[src/rtl/seg_scan_ctrl.sv]
// seg_scan_ctrl: time-multiplexed scan controller for common-anode 7-segment
// digits sharing one segment bus. Each digit is lit for CLK_DIV cycles, then
// all digits are dark for BLANK_CYC cycles (anti-ghosting gap). New frames
// arrive through a load/ack handshake and are applied only at frame
// boundaries (wrap to digit 0, or the IDLE->SHOW start of scanning), so a
// partially updated frame is never displayed.
//
// Optional feature macro: SEG_LZB_EN (leading-zero blanking).
//
// Ports:
//   clk        system clock
//   rst_n      asynchronous active-low reset
//   en         scan enable, low = display dark
//   data_in    frame of hex nibbles, digit i = data_in[4i+3:4i]
//   dp_in      decimal-point request per digit, 1 = on
//   load       1-cycle request to capture data_in/dp_in
//   ack        1-cycle pulse: captured frame is now being displayed
//   seg        active-low segments {g,f,e,d,c,b,a}
//   dp_n       active-low decimal point
//   dig_n      active-low digit select, at most one bit low
//   frame_done 1-cycle pulse marking the cycle of the frame boundary
module seg_scan_ctrl #(
    parameter int DIGITS    = 4,
    parameter int CLK_DIV   = 50000,
    parameter int BLANK_CYC = 16
) (
    input  logic                clk,
    input  logic                rst_n,
    input  logic                en,
    input  logic [4*DIGITS-1:0] data_in,
    input  logic [DIGITS-1:0]   dp_in,
    input  logic                load,
    output logic                ack,
    output logic [6:0]          seg,
    output logic                dp_n,
    output logic [DIGITS-1:0]   dig_n,
    output logic                frame_done
);

    localparam int DW   = 4 * DIGITS;
    localparam int IW   = $clog2(DIGITS);
    localparam int MAXC = (CLK_DIV > BLANK_CYC) ? CLK_DIV : BLANK_CYC;
    localparam int CW   = $clog2(MAXC + 1);

    localparam logic [CW-1:0] SHOW_LAST  = CW'(CLK_DIV - 1);
    localparam logic [CW-1:0] BLANK_LAST = CW'(BLANK_CYC - 1);
    localparam logic [IW-1:0] IDX_LAST   = IW'(DIGITS - 1);

    typedef enum logic [1:0] {IDLE, SHOW, BLANK} state_t;

    function automatic logic [6:0] seg_decode(input logic [3:0] nib);
        case (nib)
            4'h0: seg_decode = 7'h40;
            4'h1: seg_decode = 7'h79;
            4'h2: seg_decode = 7'h24;
            4'h3: seg_decode = 7'h30;
            4'h4: seg_decode = 7'h19;
            4'h5: seg_decode = 7'h12;
            4'h6: seg_decode = 7'h02;
            4'h7: seg_decode = 7'h78;
            4'h8: seg_decode = 7'h00;
            4'h9: seg_decode = 7'h18;
            4'hA: seg_decode = 7'h08;
            4'hB: seg_decode = 7'h03;
            4'hC: seg_decode = 7'h27;
            4'hD: seg_decode = 7'h21;
            4'hE: seg_decode = 7'h06;
            default: seg_decode = 7'h0E;
        endcase
    endfunction

    state_t            state_q, state_d;
    logic [IW-1:0]     idx_q, idx_d;
    logic [CW-1:0]     cnt_q, cnt_d;
    logic [DW-1:0]     disp_q, disp_d, pend_q, pend_d;
    logic [DIGITS-1:0] disp_dp_q, disp_dp_d, pend_dp_q, pend_dp_d;
    logic              pend_vld_q, pend_vld_d;
    logic              ack_dly_q, ack_dly_d;
    logic              ack_q, ack_d;
    logic              fd_q, fd_d;
    logic [6:0]        seg_q, seg_d;
    logic              dp_n_q, dp_n_d;
    logic [DIGITS-1:0] dig_n_q, dig_n_d;
    logic              boundary;
    logic [3:0]        nib_cur;
    logic [6:0]        seg_show;

    // Scan sequencing; boundary marks the cycles where a new frame may be applied.
    always_comb begin
        state_d  = state_q;
        idx_d    = idx_q;
        cnt_d    = cnt_q;
        boundary = 1'b0;
        if (!en) begin
            state_d = IDLE;
            idx_d   = '0;
            cnt_d   = '0;
        end else begin
            case (state_q)
                IDLE: begin
                    state_d  = SHOW;
                    idx_d    = '0;
                    cnt_d    = '0;
                    boundary = 1'b1;
                end
                SHOW: begin
                    if (cnt_q == SHOW_LAST) begin
                        state_d = BLANK;
                        cnt_d   = '0;
                    end else begin
                        cnt_d = cnt_q + CW'(1);
                    end
                end
                BLANK: begin
                    if (cnt_q == BLANK_LAST) begin
                        state_d = SHOW;
                        cnt_d   = '0;
                        if (idx_q == IDX_LAST) begin
                            idx_d    = '0;
                            boundary = 1'b1;
                        end else begin
                            idx_d = idx_q + IW'(1);
                        end
                    end else begin
                        cnt_d = cnt_q + CW'(1);
                    end
                end
                default: begin
                    state_d = IDLE;
                    idx_d   = '0;
                    cnt_d   = '0;
                end
            endcase
        end
    end

    // frame_done is high during the last BLANK cycle of the last digit, i.e.
    // the cycle whose closing edge is the frame boundary, so a load issued
    // while frame_done is high lands exactly on the boundary.
    assign fd_d = (state_d == BLANK) && (idx_d == IDX_LAST) && (cnt_d == BLANK_LAST);

    // Frame handshake. A load coinciding with a boundary bypasses the pending
    // register; its ack comes one cycle later through ack_dly_q.
    always_comb begin
        disp_d     = disp_q;
        disp_dp_d  = disp_dp_q;
        pend_d     = pend_q;
        pend_dp_d  = pend_dp_q;
        pend_vld_d = pend_vld_q;
        ack_dly_d  = 1'b0;
        ack_d      = ack_dly_q;
        if (boundary && load) begin
            disp_d     = data_in;
            disp_dp_d  = dp_in;
            pend_vld_d = 1'b0;
            ack_dly_d  = 1'b1;
        end else if (boundary && pend_vld_q) begin
            disp_d     = pend_q;
            disp_dp_d  = pend_dp_q;
            pend_vld_d = 1'b0;
            ack_d      = 1'b1;
        end else if (load) begin
            pend_d     = data_in;
            pend_dp_d  = dp_in;
            pend_vld_d = 1'b1;
        end
    end

    assign nib_cur = disp_q[{idx_q, 2'b00} +: 4];

`ifdef SEG_LZB_EN
    // A digit is blanked when it and every more-significant nibble are zero,
    // unless it is digit 0 or carries a decimal point.
    logic [DIGITS-1:0] lzb;
    always_comb begin
        logic zero_above;
        zero_above = 1'b1;
        lzb        = '0;
        for (int i = DIGITS - 1; i >= 0; i--) begin
            zero_above = zero_above & (disp_q[4*i +: 4] == 4'h0);
            lzb[i]     = zero_above & ~disp_dp_q[i] & (i != 0);
        end
    end
    assign seg_show = lzb[idx_q] ? 7'h7F : seg_decode(nib_cur);
`else
    assign seg_show = seg_decode(nib_cur);
`endif

    // Gating with en darkens the pins in the very cycle after en falls.
    always_comb begin
        seg_d   = 7'h7F;
        dp_n_d  = 1'b1;
        dig_n_d = '1;
        if (en && (state_q == SHOW)) begin
            seg_d   = seg_show;
            dp_n_d  = ~disp_dp_q[idx_q];
            dig_n_d = ~(DIGITS'(1) << idx_q);
        end
    end

    always_ff @(posedge clk or negedge rst_n) begin
        if (!rst_n) begin
            state_q    <= IDLE;
            idx_q      <= '0;
            cnt_q      <= '0;
            disp_q     <= '0;
            disp_dp_q  <= '0;
            pend_q     <= '0;
            pend_dp_q  <= '0;
            pend_vld_q <= 1'b0;
            ack_dly_q  <= 1'b0;
            ack_q      <= 1'b0;
            fd_q       <= 1'b0;
            seg_q      <= 7'h7F;
            dp_n_q     <= 1'b1;
            dig_n_q    <= '1;
        end else begin
            state_q    <= state_d;
            idx_q      <= idx_d;
            cnt_q      <= cnt_d;
            disp_q     <= disp_d;
            disp_dp_q  <= disp_dp_d;
            pend_q     <= pend_d;
            pend_dp_q  <= pend_dp_d;
            pend_vld_q <= pend_vld_d;
            ack_dly_q  <= ack_dly_d;
            ack_q      <= ack_d;
            fd_q       <= fd_d;
            seg_q      <= seg_d;
            dp_n_q     <= dp_n_d;
            dig_n_q    <= dig_n_d;
        end
    end

    assign ack        = ack_q;
    assign seg        = seg_q;
    assign dp_n       = dp_n_q;
    assign dig_n      = dig_n_q;
    assign frame_done = fd_q;

endmodule
[config.mk]
export PLATFORM = sky130hd
export DESIGN_NAME = seg_scan_ctrl
export DESIGN_NICKNAME = d
export VERILOG_FILES = /design/src/rtl/seg_scan_ctrl.sv
export SDC_FILE = /design/constraint.sdc
export NUM_CORES = 1
export LEC_CHECK = 0
export CORE_ASPECT_RATIO = 1.1
export CORE_MARGIN = 4
export CORE_UTILIZATION = 30
export CTS_BUF_LIST = sky130_fd_sc_hd__clkbuf_2 sky130_fd_sc_hd__clkbuf_4 sky130_fd_sc_hd__clkbuf_8
export CTS_CLUSTER_DIAMETER = 200
export DETAILED_ROUTE_END_ITERATION = 12
export REMOVE_ABC_BUFFERS = 1
export SLEW_MARGIN = 30
export SYNTH_ARGS = -nofsm -noshare
export SYNTH_HDL_FRONTEND = slang
export SYNTH_SLANG_ARGS = --single-unit
[constraint.sdc]
create_clock -name clk -period 2.5 [get_ports clk]
set_input_delay 0.5 -clock clk [delete_from_list [all_inputs] [get_ports clk]]
set_output_delay 0.5 -clock clk [all_outputs]
set_load 0.05 [all_outputs]
==> metrics.txt, run 1 <==
result of the run finished, final reports clean; initial antenna violation count 0; number of inserted diodes 0; most repeated cell in the gate-level netlist after synthesis dfrtp_1; synthesis-to-finish area growth 18.4%; top-area cell type share of the netlist area 0.397; DIE AREA 15400 um2; number of library cell types mapped by synthesis 51; Max Cap Violations 0; Setup Crit Path Kind reg -> reg; Syn Area/Cell 11.0 um2; leakage power summed over all cells 1.94 nW; core region area 13200 um2; later-pin clock latency in the skew report 0.35 ns; number of buffers created by CTS 9; initial detailed-routing violation count 215; worst-path fanout max 20; ratio of cells with drive above 1 in the final layout 0.192; Pwr Total 0.00345 W; clock tree from TritonCTS yes; height of the chip 130 um; time the worst path needs with I/O delays and setup 2.36 ns; Yosys warnings 0; r2r startpoint cnt_q[0]$_DFF_PN0_; number of clock sinks 76; Placed Cells incl. Taps 556; summed negative setup slack over all endpoints 0 ns; RSZ-0062 raised after global routing no; Post-Syn Instances 368; Cell Pwr Density 721 nW/um2; setup slack of the worst register-to-register path 0.14 ns; number of buffers on the longest clock path 2; Layout Cells excl Fill 572; nature of the critical path endpoint flip-flop; TritonRoute pass-1 iters 4; top post-synthesis cells by count 64 x dfrtp_1, 40 x o22ai_1, 28 x a21oi_1, 28 x nor2_1, 21 x nand2_1; Post-Route Skew 0.0116 ns; via count 2959; number of remaining DRC errors 0; Worst Reg2Reg Path Length in Cells 7; number of buffers added to fix hold violations after cts 0; fraction of the mapped netlist area in compound gates 0.153; clock-pin slew on the worst setup and hold paths 0.08 ns; XOR/XNOR Fraction of Synth Area 0.0304; global route total overflow 0; count of H-tree levels built during CTS 3; gr usage total 0.123; cell accounting for the most synthesized area dfrtp_1; capturing point of the worst reg2reg path pend_q[3]$_DFFE_PN0P_; DRT antenna net count 0; total area of multi-input combinational cells 1920 um2; peak clock frequency supported by timing 424 MHz; critical path required time 2.73 ns; WL/cell 15.8 um; number of hold violations in the final report 0; total length of routed wires 9.04 mm; area taken by flip-flops and latches 1920 um2; cell types occupying the most area after synthesis dfrtp_1 40%, dfstp_2 7.8%, mux2_4 7.4%; detailed-placement wirelength estimate 6.21 mm; number of synthesized register bits 76; Critical Path AT 2.59 ns; global-route wire length before repair 15.5 mm; maximum vdd ir drop 309 uV; via count of the first global-routing pass 3078; register area share after synthesis 0.475; horizontal die dimension 119 um; Async S/R FF share, synth 1.00; via density per instance 5.17; number of max-slew violations in the final report 0; worst max-slew margin expressed relative to the limit 0.664; worst min-delay path category in -> async; basic-gate share of the synthesized area counting and, or, nand and nor cells 0.141; Syn Std Cell Area 4040 um2; number of buffers inserted by post-CTS setup repair 0; weighted congestion at the end of routability-driven global placement 0.802; share of synthesized area spent on multiplexers 0.107; count of nets after finishing 444; largest net degree at the start of global routing 77; IO buf count 37; cell at the root of the clock tree clkbuf_8; initial core utilization 0.306; Worst setup SP type flip-flop; prevailing post-synth register cell dfrtp_1; filler instances 1346; portion of the clock cycle consumed by the worst path in the final layout 0.942; number of placed I/O pins 38; number of enable-type register cells in the synthesized netlist 0; Site Rows 44; Slew @ Worst Pin 0.503 ns; adder and majority cell fraction of the synthesized area 0.0434; dominant combinational cell family by area after synthesis compound AO/OA/AOI/OAI gates; number of cells upsized or downsized after cts 0; final setup violating endpoints 0
==> how the worst max path moves through the flow <==
stage                     cells past startpoint  slack (ns)                       end               start
final                                         7        0.14     pend_q[3]$_DFFE_PN0P_  cnt_q[0]$_DFF_PN0_
after global routing                          7        0.02     pend_q[4]$_DFFE_PN0P_  cnt_q[0]$_DFF_PN0_
after CTS                                     7        0.14     pend_q[3]$_DFFE_PN0P_  cnt_q[0]$_DFF_PN0_
after detailed placement                      7        0.15     pend_q[3]$_DFFE_PN0P_  cnt_q[0]$_DFF_PN0_
after global placement                        7        0.23     pend_q[9]$_DFFE_PN0P_  cnt_q[0]$_DFF_PN0_
after floorplan                               7        0.28  disp_dp_q[3]$_DFFE_PN0N_  cnt_q[0]$_DFF_PN0_
==> final cells by class <==
class,count,area share
sequential,76,0.401
clock buffer,10,0.0275
clock inverter,6,0.0188
multi-input combinational,258,0.401
tap,161,0.0421
timing repair buffer,51,0.102
inverter,10,0.00785
==> cell families after synthesis <==
kind of cell / count (synthesis)
AOI/OAI and AO/OA: 96
xor gates and xnor gates: 14
adders and majority gates: 14
buffers and inverters: 34
DFF: 76
muxes: 27
and+or+nand+nor: 107
==> placed cells by master (no fill, tap or decap), types with 3 or more instances in the layout <==
master           count
mux4_2               5
and3_1               5
nand2_1             21
ha_1                14
o211ai_1             3
nor2_1              28
a21oi_1             28
dfstp_2             12
mux2_4              20
clkbuf_8             9
and2_1               3
clkdlybuf4s50_1     36
buf_4               14
nand3_1             17
nor2b_1              3
o21ai_0             11
inv_1                9
xor2_1               8
nor4_1               3
o22ai_1             40
dfrtp_1             64
xnor2_1              6
nor3_1               5
nand4_1              7
==> worst max-delay path, cell delays in order, from the launching register on <==
cell and delay [ns]:
dfrtp_1 0.43, ha_1 0.26, and3_1 0.27, and3_1 0.26, a41o_4 0.28, nand2_4 0.08, nand2_4 0.33, mux2_4 0.34
==> layer usage <==
layer	track usage	part of all wire	routed length [um]	vias up
met5	0	0	0	-
met4	0.0498	0.015	136	0
met3	0.0310	0.035	318	12
met2	0.192	0.47	4260	58
met1	0.164	0.48	4330	1465
li1	-	-	-	1424
==> per-stage QoR <==
step,utilization,setup WS (ns),instance area (um2),hold WS (ns)
after floorplan,-,0.282,3870,0.204
after global placement,0.345,0.227,4560,0.431
after detailed placement,0.345,0.149,4560,0.444
after CTS,0.362,0.136,4780,0.168
after global routing,0.362,0.0241,4780,0.179
final,0.362,0.144,4780,0.162
==> where the power goes <==
part           switching (W)  internal (W)  leakage [nW]  total (W)
registers           0.000136       0.00143         0.919    0.00156
clock network       0.000465      0.000575         0.110    0.00104
logic               0.000440      0.000404         0.915   0.000844
==> registers in the layout, summed over array words and instances, names as in the netlist <==
name,cells
frame_done,1
dp_n,1
disp_dp_q,4
dig_n,4
seg,7
pend_vld_q,1
state_q,2
cnt_q,16
ack,1
pend_dp_q,4
disp_q,16
pend_q,16
idx_q,2
ack_dly_q,1
Power figures use the tool's default switching activity.
==> run 2: changes to the inputs <==
--- a/config.mk
+++ b/config.mk
@@ -5,6 +5,7 @@
 export SDC_FILE = /design/constraint.sdc
 export NUM_CORES = 1
 export LEC_CHECK = 0
+export CAP_MARGIN = 10
 export CORE_ASPECT_RATIO = 1.1
 export CORE_MARGIN = 4
 export CORE_UTILIZATION = 30
@@ -12,6 +13,7 @@
 export CTS_CLUSTER_DIAMETER = 200
 export DETAILED_ROUTE_END_ITERATION = 12
 export REMOVE_ABC_BUFFERS = 1
+export SETUP_SLACK_MARGIN = 0.1
 export SLEW_MARGIN = 30
 export SYNTH_ARGS = -nofsm -noshare
 export SYNTH_HDL_FRONTEND = slang
==> run 2 against run 1 <==
Compared with the run above:
- count of clock-buffer cells in the layout is the same
- first-iteration DRC count shrank 4.2%
- critical path depth is the same
- via count is essentially flat
- register-to-register slack gained 0.098 ns
- clock skew is essentially flat
- clock power is essentially flat
- die area is the same
- worst hold slack gained 0.0026 ns
- setup slack gained 0.098 ns
- critical path type unchanged
- critical endpoint unchanged
- largest power group unchanged
- highest routed layer unchanged
==> metrics.txt, run 2 (synthesis gave the netlist of run 1 again) <==
hold slack final 0.165 ns (+0.00265 ns); leakage power summed over all cells 1.94 nW (about the same); Cell Pwr Density 721 nW/um2 (about the same); number of clock sinks 76 (unchanged); Slew @ Worst Pin 0.503 ns (+0.000000596 ns); total length of routed wires 9.10 mm (+0.62%); Worst setup SP type flip-flop; number of inserted diodes 0 (unchanged); maximum vdd ir drop 309 uV (about the same); nature of the critical path endpoint flip-flop; number of buffers added to fix hold violations after cts 0 (unchanged); RSZ-0062 raised after global routing yes; Regs by FF count cnt_q x16, disp_q x16, pend_q x16; summed negative setup slack over all endpoints 0 ns (unchanged); most frequent cells in the layout 64 x dfrtp_1, 40 x o22ai_1, 36 x clkdlybuf4s50_1, 28 x nor2_1, 28 x a21oi_1; result of the run finished, final reports clean; global-route wire length before repair 15.5 mm (unchanged); worst-path fanout max 20 (unchanged); horizontal die dimension 119 um (unchanged); gr usage total 0.123 (unchanged); height of the chip 130 um (unchanged); count of H-tree levels built during CTS 3 (unchanged); critical path required time 2.73 ns (about the same); clock-pin slew on the worst setup and hold paths 0.08 ns (about the same); most frequent standard cell in the layout excluding fill and tap cells dfrtp_1; ratio of cells with drive above 1 in the final layout 0.192 (unchanged); time the worst path needs with I/O delays and setup 2.26 ns (-0.0985 ns); number of remaining DRC errors 0 (unchanged); Cell Chain, Critical Path ha_1 -> and3_1 -> and3_1 -> a41o_4 -> nand2_4 -> nand2_8 -> mux2_4; number of placed I/O pins 38 (unchanged); initial antenna violation count 0 (unchanged); Critical-path top delay cell dfrtp_1; DRT antenna net count 0 (unchanged); IO buf count 37 (unchanged); clock tree from TritonCTS yes; detailed-placement wirelength estimate 6.21 mm (unchanged); weighted congestion at the end of routability-driven global placement 0.802 (unchanged); largest stage delay on the critical path 0.43 ns (about the same); Post-Route Skew 0.0112 ns (-0.000339 ns); most frequent CP cell and3_1; final setup violating endpoints 0 (unchanged); total area of multi-input combinational cells 1930 um2 (+0.46%); filler instances 1343 (-0.22%); via count 2958 (-0.034%); WL/cell 15.9 um (+0.62%); synthesis-to-finish area growth 18.6%; worst min-delay path category in -> async; number of buffers created by CTS 9 (unchanged); number of hold violations in the final report 0 (unchanged); via density per instance 5.17 (about the same); number of buffers on the longest clock path 2 (unchanged); capturing point of the worst reg2reg path pend_q[3]$_DFFE_PN0P_; initial detailed-routing violation count 206 (-4.2%); worst max-slew margin expressed relative to the limit 0.664 (about the same); TritonRoute pass-1 iters 4 (unchanged); largest net degree at the start of global routing 77 (unchanged); cell at the root of the clock tree clkbuf_8; number of buffers inserted by post-CTS setup repair 0 (unchanged); Setup Crit Path Kind reg -> reg; core region area 13200 um2 (unchanged); DIE AREA 15400 um2 (unchanged); later-pin clock latency in the skew report 0.35 ns (about the same); initial core utilization 0.306 (unchanged); number of max-slew violations in the final report 0 (unchanged); portion of the clock cycle consumed by the worst path in the final layout 0.903 (-0.0394); count of nets after finishing 444 (unchanged); setup slack of the worst register-to-register path 0.24 ns (+0.10 ns); peak clock frequency supported by timing 443 MHz (+4.4%); number of cells upsized or downsized after cts 0 (unchanged); area taken by flip-flops and latches 1920 um2 (unchanged); Site Rows 44 (unchanged); via count of the first global-routing pass 3078 (unchanged); global route total overflow 0 (unchanged); Max Cap Violations 0 (unchanged); r2r startpoint cnt_q[0]$_DFF_PN0_; Worst Reg2Reg Path Length in Cells 7 (unchanged); Placed Area 4560 um2 (unchanged); total non-filler cell area in the finished layout 4790 um2 (+0.18%); Critical Path AT 2.49 ns (-0.10 ns)
run 2: cell types whose count changed in the layout (fill, tap and decap cells not counted):
cell / previous run / this run
nand2_4: 2 / 1
nand2_8: 0 / 1
run 2: worst max-delay path by stage:
stage | endpoint | from | depth (start not counted)
5_1_grt | disp_q[13]$_DFFE_PN0N_ | cnt_q[0]$_DFF_PN0_ | 8
4_1_cts | pend_q[3]$_DFFE_PN0P_ | cnt_q[0]$_DFF_PN0_ | 7
2_1_floorplan | disp_dp_q[3]$_DFFE_PN0N_ | cnt_q[0]$_DFF_PN0_ | 7
3_3_place_gp | pend_q[9]$_DFFE_PN0P_ | cnt_q[0]$_DFF_PN0_ | 7
6_report | pend_q[3]$_DFFE_PN0P_ | cnt_q[0]$_DFF_PN0_ | 7
3_5_place_dp | pend_q[3]$_DFFE_PN0P_ | cnt_q[0]$_DFF_PN0_ | 7
run 2: layer usage:
metal / vias up / GRT usage / routed length, um
li1: 1427 / - / -
met1: 1461 / 0.164 / 4330
met2: 61 / 0.192 / 4290
met3: 9 / 0.0310 / 357
met4: 0 / 0.0498 / 125
met5: - / 0 / 0
run 2: final cells by class:
type,count,area share
Clock buffer,10,0.0274
Clock inverter,6,0.0188
Inverter,10,0.00784
Multi-Input combinational cell,258,0.402
Sequential cell,76,0.400
Tap cell,161,0.0421
Timing Repair Buffer,51,0.101
run 2: metrics by stage:
step,utilization,total power (W),worst slack (ns),instances
final,0.363,0.00345,0.242,572
after global routing,0.363,0.00365,0.0961,572
after CTS,0.362,0.00349,0.136,572
after detailed placement,0.345,0.00244,0.149,556
after global placement,0.345,0.00240,0.227,556
after floorplan,-,0.00216,0.282,344
run 2: power by group:
group	internal, W	switching, W
logic	0.000405	0.000442
registers	0.00143	0.000137
clock network	0.000575	0.000467
total	0.00241	0.00105
run 2: worst max-delay path: cells and delay by family, from the launching register on:
kind	cells	cell delay, ns
AOI/OAI and AO/OA	1	0.28
adders and majority gates	1	0.26
DFF	1	0.43
muxes	1	0.33
and+or+nand+nor	4	0.84
==> run 3: changes to the inputs <==
--- a/config.mk
+++ b/config.mk
@@ -12,6 +12,7 @@
 export CTS_BUF_LIST = sky130_fd_sc_hd__clkbuf_2 sky130_fd_sc_hd__clkbuf_4 sky130_fd_sc_hd__clkbuf_8
 export CTS_CLUSTER_DIAMETER = 200
 export DETAILED_ROUTE_END_ITERATION = 12
+export GPL_ROUTABILITY_DRIVEN = 0
 export REMOVE_ABC_BUFFERS = 1
 export SETUP_SLACK_MARGIN = 0.1
 export SLEW_MARGIN = 30
==> results of run 3 <==
Same layout as run 2: the final DEF is identical, and so are final timing and power.
